===== src/rtl/rc4_pkg.sv =====
// RC4 keystream engine shared types.
// FSM states and default plaintext character window.
package rc4_pkg;

  typedef enum logic [3:0] {
    IDLE,
    INC,
    RDI,
    LATI,
    RDJ,
    LATJ,
    WRI,
    WRJ,
    RDF,
    LATF,
    OUT,
    DONE
  } state_t;

  localparam logic [7:0] CHAR_LO_D = 8'h61;
  localparam logic [7:0] CHAR_HI_D = 8'h7A;
  localparam logic [7:0] CHAR_SP_D = 8'h20;

endpackage


===== src/rtl/rc4_char_check.sv =====
// Plaintext legality test: byte inside [lo,hi] or equal to the
// extra accepted byte.
module rc4_char_check
  import rc4_pkg::*;
#(
  parameter logic [7:0] CHAR_LO = CHAR_LO_D,
  parameter logic [7:0] CHAR_HI = CHAR_HI_D,
  parameter logic [7:0] CHAR_SP = CHAR_SP_D
) (
  input  logic [7:0] data,
  output logic       legal
);

  assign legal = ((data >= CHAR_LO) && (data <= CHAR_HI))
              || (data == CHAR_SP);

endmodule


===== src/rtl/rc4_prga_engine.sv =====
// RC4 PRGA: one keystream byte per 10 cycles, XORed with ROM
// ciphertext and written to the plaintext RAM.
module rc4_prga_engine
  import rc4_pkg::*;
#(
  parameter int         MSG_LEN  = 32,
  parameter int         K_W      = 5,
  parameter bit         CHECK_EN = 1'b1,
  parameter logic [7:0] CHAR_LO  = CHAR_LO_D,
  parameter logic [7:0] CHAR_HI  = CHAR_HI_D,
  parameter logic [7:0] CHAR_SP  = CHAR_SP_D
) (
  input  logic           clock,
  input  logic           reset_n,
  input  logic           start,
  output logic           busy,
  output logic           done,
  output logic           pass,
  output logic [7:0]     s_addr,
  output logic [7:0]     s_wdata,
  output logic           s_wren,
  input  logic [7:0]     s_rdata,
  output logic [K_W-1:0] rom_addr,
  input  logic [7:0]     rom_rdata,
  output logic [K_W-1:0] out_addr,
  output logic [7:0]     out_wdata,
  output logic           out_wren
);

  localparam logic [K_W-1:0] K_LAST = K_W'(MSG_LEN - 1);

  state_t         state, nxt;
  logic [7:0]     i, j, si, sj, f, c;
  logic [K_W-1:0] k;
  logic [7:0]     plain;
  logic           legal;
  logic           abort;

  assign plain = f ^ c;
  assign abort = CHECK_EN && !legal;

  rc4_char_check #(
    .CHAR_LO(CHAR_LO),
    .CHAR_HI(CHAR_HI),
    .CHAR_SP(CHAR_SP)
  ) u_check (
    .data (plain),
    .legal(legal)
  );

  always_ff @(posedge clock or negedge reset_n) begin
    if (!reset_n) begin
      state <= IDLE;
      i     <= '0;
      j     <= '0;
      k     <= '0;
      si    <= '0;
      sj    <= '0;
      f     <= '0;
      c     <= '0;
      pass  <= 1'b0;
    end else begin
      state <= nxt;
      unique case (state)
        IDLE: if (start) begin
          i    <= '0;
          j    <= '0;
          k    <= '0;
          pass <= 1'b1;
        end
        INC:  i <= i + 8'd1;
        LATI: begin
          si <= s_rdata;
          j  <= j + s_rdata;
        end
        LATJ: sj <= s_rdata;
        LATF: begin
          f <= s_rdata;
          c <= rom_rdata;
        end
        OUT: begin
          if (abort) pass <= 1'b0;
          else if (k != K_LAST) k <= k + 1'b1;
        end
        default: ;
      endcase
    end
  end

  always_comb begin
    nxt       = state;
    busy      = (state != IDLE);
    done      = 1'b0;
    s_addr    = '0;
    s_wdata   = '0;
    s_wren    = 1'b0;
    rom_addr  = '0;
    out_addr  = '0;
    out_wdata = '0;
    out_wren  = 1'b0;
    unique case (state)
      IDLE: if (start) nxt = INC;
      INC:  nxt = RDI;
      RDI: begin
        s_addr = i;
        nxt    = LATI;
      end
      LATI: nxt = RDJ;
      RDJ: begin
        s_addr = j;
        nxt    = LATJ;
      end
      LATJ: nxt = WRI;
      WRI: begin
        s_addr  = i;
        s_wdata = sj;
        s_wren  = 1'b1;
        nxt     = WRJ;
      end
      WRJ: begin
        s_addr  = j;
        s_wdata = si;
        s_wren  = 1'b1;
        nxt     = RDF;
      end
      RDF: begin
        s_addr   = si + sj;
        rom_addr = k;
        nxt      = LATF;
      end
      LATF: nxt = OUT;
      OUT: begin
        out_addr  = k;
        out_wdata = plain;
        out_wren  = 1'b1;
        // an illegal byte is still written before the run stops
        nxt = (abort || k == K_LAST) ? DONE : INC;
      end
      DONE: begin
        done = 1'b1;
        nxt  = IDLE;
      end
      default: nxt = IDLE;
    endcase
  end

endmodule


===== config.mk =====
export PLATFORM = sky130hd
export DESIGN_NAME = rc4_prga_engine
export DESIGN_NICKNAME = d
export VERILOG_FILES = /design/src/rtl/rc4_pkg.sv /design/src/rtl/rc4_char_check.sv /design/src/rtl/rc4_prga_engine.sv
export SDC_FILE = /design/constraint.sdc
export NUM_CORES = 1
export LEC_CHECK = 0
export CAP_MARGIN = 25
export CORE_MARGIN = 2
export CORE_UTILIZATION = 54
export DETAILED_ROUTE_END_ITERATION = 10
export GPL_TIMING_DRIVEN = 0
export PLACE_DENSITY_LB_ADDON = 0.1
export SETUP_SLACK_MARGIN = 0.2
export SYNTH_ARGS = -nofsm -noshare
export SYNTH_HDL_FRONTEND = slang
export SYNTH_SLANG_ARGS = --single-unit
export TNS_END_PERCENT = 10

===== constraint.sdc =====
create_clock -name clock -period 2.45 [get_ports clock]
set_input_delay 0.49 -clock clock [delete_from_list [all_inputs] [get_ports clock]]
set_output_delay 0.49 -clock clock [all_outputs]
set_load 0.005 [all_outputs]

==> impl_metrics.env <==
export IMPL_status="finished, violations left"
export IMPL_violations="setup timing"
export IMPL_antenna_found_initial=0
export IMPL_postCtsHoldBufs=0
export IMPL_critical_path_class="register to output port"
export IMPL_antenna_left=0
export IMPL_slew_headroom_pct=50.62
export IMPL_grt_setup_unrepaired="yes"
export IMPL_synth_distinct_cells=51
export IMPL_max_vdd_ir_drop_uv=794.7
export IMPL_cp_end_kind="output port"
export IMPL_cts_buffers=9
export IMPL_regArea_um2=1453
export IMPL_track_usage_pct=25.53
export IMPL_tritoncts="built"
export IMPL_path_cells="ha_2 > inv_1 > fa_2 > nor2b_2 > o21ai_2 > a21boi_2 > o21ai_1 > mux2_2 > o21ai_2 > buf_2"
export IMPL_first_pass_iters=7
export IMPL_finalHoldViolCount=0
export IMPL_worst_pin_slew_ns=0.7379
export IMPL_cts_root_buf="clkbuf_8"
export IMPL_wl_per_cell_um=16.82
export IMPL_core_area_um2=6314
export IMPL_grt_max_degree=38
export IMPL_crit_slowest_cell="dfrtp_1"
export IMPL_grt_overflow=0
export IMPL_crit_path_start_kind="register"
export IMPL_clockBufferDepth=2
export IMPL_fp_dieW_um=84.74
export IMPL_vias_per_cell=5.893
export IMPL_yosysTopAreaCell="dfrtp_1"
export IMPL_post_route_cell_area_um2=4637
export IMPL_skew_ns=0.01246
export IMPL_critPathArrivalTime_ns=2.32
export IMPL_cts_sinks=58
export IMPL_row_count=29
export IMPL_critPathMaxFanout=2
export IMPL_cp_top_family="adder cells"
export IMPL_drcViolationCount=0
export IMPL_synth_avg_cell_area_um2=9.643
export IMPL_fmax_mhz=356.0
export IMPL_synth_seq_cells=58
export IMPL_async_flop_share_pct=100.0
export IMPL_start_util_pct=55.75
export IMPL_synth_edff_count=0
export IMPL_insertion_delay_ns=0.35
export IMPL_leakage_nw=2.255
export IMPL_final_core_util_pct=73.44
export IMPL_finalSetupViolCount=9
export IMPL_routed_wl_um=8814
export IMPL_area_growth_synth_to_final_pct=31.75
export IMPL_drv_cap=0
export IMPL_htree_levels=3
export IMPL_ys_warn_count=0
export IMPL_io_pins=58
export IMPL_port_buffers=57
export IMPL_n_antenna_cell=0
export IMPL_synth_seq_area_share_pct=41.24
export IMPL_fp_dieH_um=84.74
export IMPL_cpMostUsedCell="o21ai_2"
export IMPL_multi_input_comb_area_um2=2163
export IMPL_finalWorstSetupSlack_ns=-0.3587
export IMPL_syn_inst=365
export IMPL_cellPowerDensity_nw_per_um2=1260
export IMPL_synth_top_area_share_pct=41.24
export IMPL_grt_pass1_wl_um=14440
export IMPL_yosysMostFrequentCell="dfrtp_1"
export IMPL_cts_clk_slew_worst_paths_ns=0.07
export IMPL_dieArea_um2=7180
export IMPL_syn_cell_area_um2=3520
export IMPL_grt_pass1_vias=2963
export IMPL_synth_commonest_cells="58 x dfrtp_1, 47 x nand2_1, 38 x nor2_1, 24 x mux2_2, 22 x o21ai_0"
export IMPL_drt_initial_drc_count=310
export IMPL_drive_gt1_share_pct=27.96
export IMPL_finalCriticalPeriod_ns=2.809
export IMPL_syn_nets=403
export IMPL_synthTopCellsByArea="dfrtp_1 41%, mux2_2 7.7%, ha_1 6.0%"
export IMPL_vias=3088
export IMPL_worstPathRequired_ns=1.96
export IMPL_final_period_utilization_pct=114.6
export IMPL_place_hpwl_um=6199
export IMPL_drv_slew=0
export IMPL_num_fill_cells=468
export IMPL_synthFlopType="dfrtp_1"
export IMPL_slowest_delay_ns=0.36
export IMPL_dpl_cell_area_um2=4205
export IMPL_gp_congestion=0.8321
export IMPL_path_buf_inv=2
export IMPL_final_nets=480
export IMPL_hp_class="input pin to asynchronous set/reset pin"
==> metrics by stage <==
stage                     power (W)  setup TNS [ns]  hold slack, ns  std cells  setup slack (ns)
final                      0.005841          -1.560          0.1217        524           -0.3587
after global routing       0.006249          -2.305          0.1487        524           -0.4512
after CTS                  0.005666          -2.416          0.1377        523           -0.4301
after detailed placement   0.004412          -3.281          0.4811        500           -0.5104
after global placement     0.004307          -63.14          0.4752        499            -1.046
after floorplan            0.003607               0          0.1944        365            0.2097
==> power breakdown <==
group	leakage [nW]	switching, W	internal (W)
logic	1.41	0.00164	0.00145
registers	0.733	0.000384	0.00135
clock network	0.117	0.000395	0.000629
==> layout by cell type (no fill, tap or decap), drive strengths merged, types with 3 or more instances in the layout <==
cell	count
dfrtp	58
nand2	47
nor2	38
clkbuf	29
buf	26
mux2	25
o21ai	23
clkdlybuf4s50	19
ha	17
nand3	16
xnor2	13
mux2i	12
xor2	11
inv	10
and2	10
nand2b	10
dlymetal6s2s	9
nor3	7
a21oi	6
a22oi	4
and3	4
nand4	4
clkdlybuf4s15	4
o31ai	4
o41ai	3
a31oi	3
nor2b	3
o211ai	3
==> worst paths after layout <==
kind | start | end | slack (ns) | cells past startpoint
max | sj[0] | s_addr[6] | -0.36 | 10
min | reset_n | k[2] | 0.12 | 1
max reg2reg | j[1] | j[7] | 0.38 | 7
min reg2reg | pass | pass | 0.50 | 1
max in group asynchronous | reset_n | sj[5] | 1.73 | 2
min in group clock | pass | pass | 0.50 | 1
==> per-layer routing <==
layer,track usage (%),part of all wire (%),up-vias
met5,0,0,-
met3,4.031,5.1,16
met4,9.668,1.5,0
met1,34.75,44,1527
met2,41.30,50,103
li1,-,-,1442
==> cell type report <==
| class | instances | share of cell area (%) |
|---|---|---|
| Inverter | 10 | 0.9714 |
| Sequential cell | 58 | 31.33 |
| Buffer | 11 | 1.808 |
| Multi-Input combinational cell | 286 | 46.65 |
| Timing Repair Buffer | 66 | 12.22 |
| Clock inverter | 4 | 1.592 |
| Tap cell | 77 | 2.078 |
| Clock buffer | 12 | 3.346 |
==> state kept, by name (all words and copies together) (netlist names) <==
name	flops
c	8
j	8
f	8
state	4
i	8
pass	1
si	8
sj	8
k	5
==> kinds of logic (layout without fill, tap and decap cells) <==
| group | Yosys count | in the layout | synth area share [%] |
|---|---|---|---|
| compound gates | 61 | 61 | 12.02 |
| xor+xnor | 24 | 24 | 5.972 |
| fa+ha+maj | 19 | 19 | 7.181 |
| buf+inv | 21 | 103 | 2.489 |
| flops | 58 | 58 | 41.24 |
| mux | 37 | 37 | 11.52 |
| simple gates | 145 | 145 | 19.59 |
==> timing repair <==
item	4_1_cts	5_1_grt
setup endpoints to repair	38	39
buffers inserted	7	1
resized for setup	98	58
cloned	0	0
pin swaps	19	16
Note: power is estimated with default switching activity, not from simulation.
